==> src/rtl/led_blinker_multi.sv <==
// ---------------------------------------------------------------------------
// led_blinker_multi
//
// Multi-channel LED driver. A shared prescaler produces a one-cycle tick every
// TICK_DIV clocks. Each channel is independently OFF, ON, BLINK (toggle every
// max(HALF,1) ticks) or BURST (BURST_N flashes followed by a dark gap of
// 2*BURST_N halves).
//
// Ports:
//   CLOCK_50  in   system clock
//   RESET_N   in   asynchronous active-low reset
//   EN        in   global run enable; 0 freezes the prescaler and all timing
//   MODE      in   [2i+1:2i] per channel: 00 OFF, 01 ON, 10 BLINK, 11 BURST
//   HALF      in   [HALF_W*i +: HALF_W] per channel half-period in ticks (0 acts as 1)
//   LED       out  registered LED drive, 1 = lit
//   TICK      out  registered one-cycle prescaler tick
//
// No handshakes: all inputs are level-sampled every clock, all outputs are
// registered and valid every cycle.
// ---------------------------------------------------------------------------
module led_blinker_multi #(
  parameter int CHANNELS = 4,
  parameter int TICK_DIV = 50000,
  parameter int HALF_W   = 10,
  parameter int BURST_N  = 3
) (
  input  logic                       CLOCK_50,
  input  logic                       RESET_N,
  input  logic                       EN,
  input  logic [2*CHANNELS-1:0]      MODE,
  input  logic [HALF_W*CHANNELS-1:0] HALF,
  output logic [CHANNELS-1:0]        LED,
  output logic                       TICK
);

  localparam int PRE_W = $clog2(TICK_DIV);
  localparam int HC_W  = $clog2(4 * BURST_N);

  localparam logic [1:0] MODE_OFF   = 2'b00;
  localparam logic [1:0] MODE_ON    = 2'b01;
  localparam logic [1:0] MODE_BLINK = 2'b10;
  localparam logic [1:0] MODE_BURST = 2'b11;

  localparam logic [PRE_W-1:0] PRE_LAST   = PRE_W'(TICK_DIV - 1);
  localparam logic [HC_W-1:0]  HC_LAST    = HC_W'(4 * BURST_N - 1);
  localparam logic [HC_W-1:0]  HC_ON_END  = HC_W'(2 * BURST_N);

  // -------------------------------------------------------------------------
  // Shared prescaler. Free-running; channel mode changes never restart it.
  // -------------------------------------------------------------------------
  logic [PRE_W-1:0] pre;

  always_ff @(posedge CLOCK_50 or negedge RESET_N) begin
    if (!RESET_N) begin
      pre  <= '0;
      TICK <= 1'b0;
    end else if (EN) begin
      if (pre == PRE_LAST) begin
        pre  <= '0;
        TICK <= 1'b1;
      end else begin
        pre  <= pre + PRE_W'(1);
        TICK <= 1'b0;
      end
    end else begin
      TICK <= 1'b0;
    end
  end

  // -------------------------------------------------------------------------
  // Per-channel state: registered mode, tick counter within a half, and the
  // half counter used by BURST.
  // -------------------------------------------------------------------------
  for (genvar i = 0; i < CHANNELS; i++) begin : g_ch
    logic [1:0]        mode_in;
    logic [HALF_W-1:0] half_in;
    logic [HALF_W-1:0] half_last;
    logic [1:0]        mode_q;
    logic [HALF_W-1:0] cnt;
    logic [HC_W-1:0]   hc;
    logic [HC_W-1:0]   hc_next;
    logic              burst_led;
    logic              at_end;
    logic              led_q;

    assign mode_in   = MODE[2*i +: 2];
    assign half_in   = HALF[HALF_W*i +: HALF_W];
    // Last count value of a half: max(HALF,1)-1.
    assign half_last = (half_in == '0) ? '0 : half_in - HALF_W'(1);
    // ">=" rather than "==" so a shrunk HALF ends the half at the next tick.
    assign at_end    = (cnt >= half_last);
    assign hc_next   = (hc == HC_LAST) ? '0 : hc + HC_W'(1);
    // Lit on even halves within the first 2*BURST_N halves of the cycle.
    assign burst_led = (hc_next < HC_ON_END) & ~hc_next[0];
    assign LED[i]    = led_q;

    always_ff @(posedge CLOCK_50 or negedge RESET_N) begin
      if (!RESET_N) begin
        mode_q <= MODE_OFF;
        cnt    <= '0;
        hc     <= '0;
        led_q  <= 1'b0;
      end else if (mode_in != mode_q) begin
        // Mode entry beats a coincident tick and is independent of EN.
        mode_q <= mode_in;
        cnt    <= '0;
        hc     <= '0;
        led_q  <= (mode_in != MODE_OFF);
      end else begin
        case (mode_q)
          MODE_OFF: begin
            cnt   <= '0;
            hc    <= '0;
            led_q <= 1'b0;
          end
          MODE_ON: begin
            cnt   <= '0;
            hc    <= '0;
            led_q <= 1'b1;
          end
          MODE_BLINK: begin
            if (TICK) begin
              if (at_end) begin
                cnt   <= '0;
                led_q <= ~led_q;
              end else begin
                cnt <= cnt + HALF_W'(1);
              end
            end
          end
          default: begin // MODE_BURST
            if (TICK) begin
              if (at_end) begin
                cnt   <= '0;
                hc    <= hc_next;
                led_q <= burst_led;
              end else begin
                cnt <= cnt + HALF_W'(1);
              end
            end
          end
        endcase
      end
    end
  end

endmodule

==> config.mk <==
export PLATFORM = sky130hd
export DESIGN_NAME = led_blinker_multi
export DESIGN_NICKNAME = d
export VERILOG_FILES = /design/src/rtl/led_blinker_multi.sv
export SDC_FILE = /design/constraint.sdc
export NUM_CORES = 1
export LEC_CHECK = 0
export CORE_AREA = 4 4 128 130
export CTS_BUF_LIST = sky130_fd_sc_hd__clkbuf_4 sky130_fd_sc_hd__clkbuf_8
export CTS_CLUSTER_SIZE = 28
export DETAILED_ROUTE_END_ITERATION = 7
export DIE_AREA = 0 0 132 134
export PLACE_DENSITY_LB_ADDON = 0.08
export SETUP_SLACK_MARGIN = 0.5
export SYNTH_ARGS = -nofsm -noshare
export SYNTH_HDL_FRONTEND = slang
export SYNTH_SLANG_ARGS = --single-unit
==> constraint.sdc <==
create_clock -name CLOCK_50 -period 2.1 [get_ports CLOCK_50]
set_input_delay 0.21 -clock CLOCK_50 [delete_from_list [all_inputs] [get_ports CLOCK_50]]
set_output_delay 0.21 -clock CLOCK_50 [all_outputs]
set_load 0.01 [all_outputs]
# After elaboration in Yosys (flattened, before gate mapping)

Index checks and enable logic that the tools add are counted.

Output and inout bits: 5
Register bits after elaboration: 85

$lt $le $gt $ge: 8
Equality and inequality tests: 29
Bitwise logic cells: 12
Mux-type cells: 67
Add/subtract/negate cells: 13
Reductions and logical operators: 40

Operators by type and width:

| operator                                                               | number |
|---|---|
| 10-bit 2-to-1 mux                                                      | 20 |
| 4-bit 2-to-1 mux                                                       | 16 |
| 10-bit by 1-bit adder with 10-bit output (second input constant)       | 4 |
| 10-bit >= comparator                                                   | 4 |
| 10-bit logical NOT                                                     | 4 |
| 10-bit by 1-bit subtractor with 10-bit output (second input constant)  | 4 |
| 4-bit one-hot mux with 2 select lines                                  | 4 |
| 4-bit nonzero test                                                     | 8 |
| 3-bit inequality test (second input constant)                          | 8 |
| 3-bit nonzero test                                                     | 8 |
| 1-bit 2-to-1 mux                                                       | 22 |
| 16-bit by 1-bit adder with 16-bit output (second input constant)       | 1 |
| 4-bit by 1-bit adder with 4-bit output (second input constant)         | 4 |
| 16-bit equality test (second input constant)                           | 1 |
| 4-bit equality test (second input constant)                            | 4 |
| 4-bit by 3-bit < comparator with 1-bit output (second input constant)  | 4 |
| 16-bit 2-to-1 mux                                                      | 1 |
| 4-bit AND reduction                                                    | 4 |
| 1-bit one-hot mux with 3 select lines                                  | 4 |
| 3-bit AND reduction                                                    | 4 |
| 2-bit by 1-bit equality test with 1-bit output (second input constant) | 4 |
| 2-bit equality test (second input constant)                            | 4 |
| 2-bit logical NOT                                                      | 4 |
| 2-bit inequality test                                                  | 4 |
| other kinds (5)                                                        | 24 |

# Longest topological paths before layout

Gate-level depths: netlist of the first run.

Word-level depth: 8
Gate-level depth with buffers: 13
Gate-level depth less buffers: 12

# Least setup slack after synthesis of the first run

Ideal clock, no wire load.

Kind: in2reg
Start point: input port HALF[7]
End point: register g_ch[0].led_q
Stages: 12
Path buffers: 2
Data required time: 1975 ps
Setup slack: -1496 ps
Arrival: 3471 ps
Cells stage by stage: or4_1 -> or3_1 -> or4b_4 -> buf_6 -> and2_4 -> ha_1 -> nand2b_1 -> a31oi_1 -> o311a_1 -> buf_2 -> a21oi_1 -> mux2_2

Word-level cells in the longest chain between the ends: 5

Ends and longest elaborated chain:

| element                                                                             | line | source |
|---|---|---|
| start, declared                                                                     | 31   | `input logic [HALF_W*CHANNELS-1:0] HALF,` |
| 10-bit by 1-bit subtractor with 10-bit output or 10-bit logical NOT (tied branches) | 89   | `assign half_last = (half_in == '0) ? '0 : half_in - HALF_W'(1);` |
| 10-bit 2-to-1 mux (*)                                                               | 89   |  |
| 10-bit >= comparator (*)                                                            | 91   | `assign at_end = (cnt >= half_last);` |
| 3-bit inequality test (no line) or 4-bit nonzero test (tied branches)               | -    |  |
| 4-bit AND reduction (no line) (*)                                                   | -    |  |
| end signal, assigned                                                                | 108  | `led_q <= (mode_in != MODE_OFF);` |
| end signal, assigned                                                                | 125  | `led_q <= ~led_q;` |
| end signal, assigned                                                                | 136  | `led_q <= burst_led;` |
| end, declared                                                                       | 84   | `logic led_q;` |

Mark *: on every way between the ends. The rest lies on a longest branch, timed or not.
A chain may end at the register's enable or synchronous reset.

# Worst setup path in the final report of the first run

Start point: input port HALF[4]
End point: register g_ch[0].hc[0]

Word-level cells in the longest chain between the ends: 5

Ends and longest elaborated chain:

| element                                                                             | line | source |
|---|---|---|
| 10-bit by 1-bit subtractor with 10-bit output or 10-bit logical NOT (tied branches) | 89   |  |
| 10-bit 2-to-1 mux (*)                                                               | 89   |  |
| 10-bit >= comparator (*)                                                            | 91   |  |
| 3-bit nonzero test (no line) (*)                                                    | -    |  |
| 3-bit AND reduction (no line) (*)                                                   | -    |  |
| end signal, assigned                                                                | 135  | `hc <= hc_next;` |
| end, declared                                                                       | 80   | `logic [HC_W-1:0] hc;` |

Marked as above.

==> results of run 1 <==
## state kept, by name, indices dropped and copies added (netlist names)
name / flops
g_ch.cnt: 40
TICK: 1
g_ch.mode_q: 8
g_ch.hc: 16
g_ch.led_q: 4
pre: 16
## metal layers
metal | part of all wire, % | up-vias | wire (um)
li1 | - | 2942 | -
met1 | 44 | 2848 | 7160
met2 | 51 | 91 | 8152
met3 | 3.3 | 26 | 533
met4 | 1.8 | 0 | 287
met5 | 0 | - | 0
## through the flow
step | hold slack, ns | worst slack, ns
2_1_floorplan | -0.08559 | -1.186
3_3_place_gp | 0.2807 | -1.592
3_5_place_dp | 0.2853 | -1.634
4_1_cts | 0.3775 | -0.8648
5_1_grt | 0.3780 | -0.8295
6_report | 0.3918 | -0.7801
## path summary, 6_finish.rpt
path,from,end,slack (ns),cells after the start
worst max-delay path,HALF[4],g_ch[0].hc[0]$_DFFE_PN0P_,-0.78,11
worst min-delay path,RESET_N,g_ch[1].cnt[7]$_DFFE_PN0P_,0.39,3
worst max register to register,g_ch[2].cnt[2]$_DFFE_PN0P_,g_ch[2].hc[3]$_DFFE_PN0P_,0.09,7
worst min register to register,pre[13]$_DFFE_PN0P_,pre[13]$_DFFE_PN0P_,0.52,1
max in group asynchronous,RESET_N,pre[11]$_DFFE_PN0P_,1.30,3
min in group CLOCK_50,MODE[7],g_ch[3].mode_q[1]$_DFFE_PN0N_,0.40,1
## area by class of cell
class,count,share of cell area (%)
clock inverter,4,0.7852
clock buffer,11,1.570
timing repair buffer,193,18.05
tap,188,2.545
multi-input combinational,574,52.65
sequential,85,23.03
inverter,34,1.381
## where the power goes
group	switching [mW]	internal (mW)	leakage, nW	total (mW)
clock network	0.610	0.708	0.109	1.32
registers	0.0925	1.71	1.14	1.80
logic	0.458	0.543	2.74	1.00
total	1.16	2.96	3.99	4.12
## kinds of logic after synthesis
| family | Yosys count |
|---|---|
| AO/OA/AOI/OAI | 119 |
| XOR/XNOR | 74 |
| adder cells (fa/ha/maj) | 57 |
| buffers and inverters | 64 |
| flip-flops | 85 |
| multiplexers | 22 |
| AND/OR/NAND/NOR | 301 |
## cells in the final DEF (no fill, tap or decap), types with 5 or more instances in the layout
cell type	n
xnor2_1	33
a31oi_4	6
nand3_1	34
nor2_1	35
nor3_1	12
o211ai_1	6
nand2_2	6
nand2_1	86
ha_4	15
a21oi_4	6
mux2i_1	16
dlygate4sd2_1	6
xor2_1	39
dfrtp_1	84
nor4_1	7
buf_6	29
ha_1	40
buf_4	115
nand2b_1	9
a21oi_2	9
nor3_2	5
clkdlybuf4s50_1	23
nand3_2	7
buf_2	8
clkbuf_8	10
and3_1	9
a21oi_1	18
o21ai_2	5
o21ai_1	6
a31oi_1	8
o22ai_1	5
inv_2	6
nand2b_4	7
inv_1	28
mux2_4	6
nand4_1	17
nor2_2	14
## worst reg2reg max path, stage by stage, from the launching register on
cell and delay (ns):
dfrtp_1 0.42, ha_4 0.25, a211o_1 0.33, a31oi_4 0.17
o311a_4 0.29, buf_6 0.12, a21oi_4 0.07, a32o_1 0.27
## what timing repair did
action,4_1_cts,5_1_grt
pin swaps,74,52
gates resized for setup,189,67
endpoints found under the setup margin,71,72
hold buffers,1,0
setup buffers,18,8
endpoints found under the hold margin,85,0
gates cloned,0,1
==> flow_summary_export.csv, run 1 <==
group,metric,value,unit
run_status,outcome,"finished, violations left",
run_status,violations,"setup timing",
finish,synthToLayoutAreaGrowth,47.12,%
sta,fmax,0.3472,GHz
synth,syn_inst,722,
place,place_inst,1046,
finish,nets,1005,
global_route,gr-usage-met2,32.18,%
setup_path,cp-end-kind,"flip-flop",
sta,slew_viol_final,0,
synth,synth_top_area_share,33.86,%
clock_tree,h-tree-depth,3,
finish,drive_gt1_share,35.29,%
global_route,grt_pass1_vias,5959,
global_route,grt_usage,18.08,%
routing,vias,5907,
floorplan,die_w,132,um
synth,synth_ff_type,"dfrtp_1",
finish,finalInstanceArea,0.009243,mm2
setup_path,critPathMaxFanout,6,
sta,tightest_slew,0.5013,ns
synth,synth_edf_count,0,
sta,hold_viol,0,
synth,postSynthAreaPerCell,8.701,um2
sta,fin_worst_skew,0.01199,ns
setup_path,cp_top_family,"simple AND/OR/NAND/NOR gates",
routing,antenna_left,0,
sta,period_needed,2.880,ns
synth,synth_largest_area_cell,"dfrtp_1",
synth,synth_cell_types,63,
power_and_ir_drop,ir_drop,0.4190,mV
synth,synth.area.mux_share,3.625,%
finish,multi_input_area,0.004866,mm2
synth,synth_fa_ha_area_share,11.35,%
global_route,grt.overflow.total,0,
setup_path,worstPathArrival,3.14,ns
synth,seq_area_frac_synth,33.86,%
place,place.gp.congestion,0.8639,
floorplan,die-area,0.01769,mm2
synth,synth_top_family_by_area,"simple AND/OR/NAND/NOR gates",
synth,synth_commonest_cells,"nand2_1 (92), dfrtp_1 (85), ha_1 (57), nor2_1 (53), nand3_1 (43)",
routing,wl,16.13,mm
run,maxCapViolCount,0,
floorplan,core-area,0.01515,mm2
global_route,antenna_found_initial,0,
global_route,busiest_layer,"met2",
routing,dr.pass1.iters,4,
finish,nFillCells,1283,
power_and_ir_drop,p_leak,3.992,nW
floorplan,initial_core_util,41.48,%
place,port_buffers,55,
synth,synth_compound_area_share,12.71,%
synth,netlist_top_cells_area,"dfrtp_1 (34%), ha_1 (11%), nand2_1 (5.5%)",
global_route,grt_use_met1,22.25,%
global_route,grt_start_max_net_pins,86,
sta,fin_crit_sh,137.1,%
clock_tree,cts_made_buffers,9,
hold_path,hp-class,"in -> async",
place,place_area,0.008025,mm2
finish,seqCellArea,0.002128,mm2
sta,setup_tns,-19.65,ns
synth,synth_xor_area_share,10.32,%
clock_tree,cts_tree,"built",
sta,rsz0062_at_grt,"yes",
setup_path,cp_num_buf_inv,1,
synth,yosysMostFrequentCell,"nand2_1",
synth,async_flop_share,100.0,%
floorplan,die-height,134,um
clock_tree,clockRootBuffer,"clkbuf_8",
power_and_ir_drop,cellPowerDensity,446.0,mW/mm2
finish,final_cells,1089,
clock_tree,path_clk_slew,0.09,ns
synth,synth_nets,830,
clock_tree,clk_path_buf_depth,2,
global_route,met3_usage,3.601,%
routing,drc_errors,0,
global_route,grt_pass1_wl,27.07,mm
sta,setup_viol,58,
setup_path,cp_slowest_cell,"or4_4",
synth,syn_area,0.006282,mm2
routing,wl_per_cell,14.82,um
setup_path,crit_chain,"buf_6 -> or4_4 -> or3_4 -> or4b_4 -> and2_4 -> ha_4 -> nand2b_4 -> a31oi_4 -> o311a_4 -> a21oi_4 -> mux2_4",
sta,slew_headroom,66.54,%
setup_path,crit_type,"in -> reg",
setup_path,cpPeakStageDelay,0.51,ns
sta,worst_slack,-0.7801,ns
finish,antenna_cells,0,
finish,final_core_util,61.02,%
place,hpwl,11.48,mm
setup_path,critPathLaunchType,"primary input",
floorplan,rows,45,
clock_tree,worstSkewPairLatency,0.37,ns
floorplan,num_io_pins,56,
routing,vias_per_cell,5.424,
routing,first_iter_violations,226,
synth,yosysWarnings,0,
setup_path,cp.required,2.36,ns
power_and_ir_drop,power.total,4.122,mW
synth,ys_ff_latch,85,
synth,yosys.area_share.simple,23.92,%
clock_tree,clock_sinks,85,
Note: power is estimated with default switching activity, not from simulation.
==> inputs of run 2 (changes only) <==
Settings changed: CORE_AREA 4 4 128 130 to 2 2 126 128, DIE_AREA 0 0 132 134 to 0 0 128 130.
==> flow_summary_export.csv, run 2 (synthesis results as in run 1) <==
group,metric,value,unit
run_status,outcome,"finished, violations left",
run_status,violations,"setup timing",
routing,first_iter_violations,207,
floorplan,core-area,0.01542,mm2
power_and_ir_drop,intPower,2.695,mW
finish,top_register,"g_ch.cnt",
finish,final_common_cell,"buf_4",
finish,top_regs,"g_ch.cnt (40), g_ch.hc (16), pre (16)",
clock_tree,cts_tree,"built",
setup_path,crit_type,"in -> reg",
global_route,grt_pass1_vias,6023,
sta,tightest_slew,0.5601,ns
sta,worst_slack,-0.8311,ns
setup_path,cp-end-kind,"flip-flop",
run,maxCapViolCount,0,
routing,drc_errors,0,
sta,fin_worst_skew,0.008861,ns
power_and_ir_drop,p_leak,3.993,nW
finish,antenna_cells,0,
routing,antenna_left,0,
power_and_ir_drop,seq_power_share,46.8,%
sta,hold_viol,0,
sta,fin_crit_sh,139.6,%
power_and_ir_drop,p_sw_share,30.12,%
sta,slew_headroom,62.66,%
global_route,antenna_found_initial,0,
hold_path,hp-class,"in -> async",
finish,synthToLayoutAreaGrowth,48.26,%
clock_tree,worstSkewPairLatency,0.37,ns
clock_tree,clockRootBuffer,"clkbuf_8",
setup_path,reg2reg_depth,8,
setup_path,r2r_slack,0.04,ns
global_route,grt_start_max_net_pins,41,
power_and_ir_drop,p_switching,1.162,mW
clock_tree,clock_sinks,85,
finish,drive_gt1_share,36.84,%
setup_path,r2r-end,"g_ch[1].led_q$_DFFE_PN0P_",
finish,final_cells,1104,
setup_path,worstPathArrival,3.19,ns
sta,period_needed,2.931,ns
place,hpwl,11.57,mm
finish,nets,1016,
floorplan,die-area,0.01664,mm2
finish,mostFrequentLayoutCells,"buf_4 (118), dfrtp_1 (84), nand2_1 (83)",
sta,rsz0062_at_grt,"yes",
place,port_buffers,55,
floorplan,num_io_pins,56,
routing,wl_per_cell,14.65,um
power_and_ir_drop,cellPowerDensity,414.1,mW/mm2
clock_tree,path_clk_slew,0.09,ns
global_route,grt_pass1_wl,27.45,mm
place,place.gp.congestion,0.8395,
place,place_inst,1056,
global_route,grt_usage,20.09,%
sta,fmax,0.3412,GHz
sta,setup_viol,51,
floorplan,rows,46,
clock_tree,cts_made_buffers,9,
global_route,grt.overflow.total,0,
sta,setup_tns,-22.37,ns
routing,dr.pass1.iters,4,
setup_path,cp.required,2.36,ns
finish,largest_reg_flops,40,
setup_path,timing.rr.start,"g_ch[1].cnt[7]$_DFFE_PN0P_",
sta,slew_viol_final,0,
clock_tree,clk_path_buf_depth,2,
power_and_ir_drop,clockPowerShare,27.9,%
setup_path,critPathMaxFanout,6,
setup_path,critPathLaunchType,"primary input",
routing,vias,5960,
power_and_ir_drop,ir_drop,0.6050,mV
routing,vias_per_cell,5.399,
routing,wl,16.18,mm
floorplan,initial_core_util,40.73,%
power_and_ir_drop,power.total,3.857,mW
floorplan,die-height,130,um
power_and_ir_drop,combPwrFrac,25.3,%
floorplan,die_w,128,um
clock_tree,h-tree-depth,3,
==> run 2: cell count changes in the layout (fill, tap and decap cells not counted), sizes merged <==
| cell | previous run | this run |
|---|---|---|
| buf | 156 | 167 |
| bufinv | 2 | 0 |
| clkbuf | 12 | 10 |
| clkdlybuf4s15 | 2 | 3 |
| clkdlybuf4s50 | 23 | 24 |
| clkinv | 1 | 3 |
| dlygate4sd2 | 6 | 9 |
| dlymetal6s2s | 4 | 0 |
| inv | 34 | 35 |
==> run 2: layout make-up <==
class,count,area (um2)
Clock inverter,5,35.03
Inverter,34,132.6
Timing Repair Buffer,204,1787
Sequential cell,85,2128
Fill cell,1338,6111
Tap cell,192,240.2
Multi-Input combinational cell,574,4853
Clock buffer,10,137.6
==> run 2: metrics by stage <==
step           instance area [um2]  utilization (%)  hold WS [ns]  worst slack, ns
4_1_cts                       8855            57.41        0.3223          -0.8804
3_3_place_gp                  8088            52.43        0.1924           -1.542
3_5_place_dp                  8088            52.43        0.2007           -1.596
2_1_floorplan                 6556                -      -0.08559           -1.186
6_report                      9314            60.38        0.3207          -0.8311
5_1_grt                       9314            60.38        0.3439          -0.8825
==> run 2: power by group through the flow <==
stage / sequential (mW) / combinational, mW / clock [mW]
global placement: 1.83 / 0.775 / 0
finish: 1.80 / 0.978 / 1.08
floorplan: 1.81 / 0.425 / 0
global route: 1.82 / 1.07 / 1.19
detailed placement: 1.83 / 0.799 / 0
CTS: 1.80 / 0.909 / 1.12
==> run 2: timing repair <==
item,CTS,global route
setup endpoints to repair,71,72
setup buffers,21,10
endpoints found under the hold margin,30,0
pin swaps,78,63
gates resized for setup,192,78
hold buffers,1,0
cloned,0,1
==> run 2: critical path, stage by stage <==
cell and delay, ns:
buf_6 0.09, or4_4 0.53, or3_4 0.34, or4b_4 0.51, and2_4 0.18, ha_4 0.24
nand2b_4 0.10, a31oi_1 0.07, o311a_1 0.31, buf_6 0.15, a21oi_4 0.15, mux2_4 0.31
==> run 2: worst max path at each step <==
stage	startpoint	to	cells after the start
floorplan	HALF[4]	g_ch[0].led_q$_DFFE_PN0P_	12
global placement	HALF[4]	g_ch[0].hc[3]$_DFFE_PN0P_	12
detailed placement	HALF[4]	g_ch[0].hc[3]$_DFFE_PN0P_	12
CTS	HALF[7]	g_ch[0].hc[0]$_DFFE_PN0P_	12
global route	HALF[7]	g_ch[0].led_q$_DFFE_PN0P_	12
finish	HALF[7]	g_ch[0].hc[0]$_DFFE_PN0P_	12
==> run 2: per-layer routing <==
layer / vias to the layer above / global-route usage [%] / share of wire (%)
met4: 0 / 5.495 / 1.9
met2: 77 / 34.70 / 49
met1: 2902 / 25.67 / 46
met5: - / 0 / 0
li1: 2959 / - / -
met3: 22 / 4.264 / 2.7
==> inputs of run 3 (changes only) <==
Settings changed: SLEW_MARGIN set to 10.
==> results of run 3 <==
The final DEF is identical to that of run 2; final timing and power are the same.
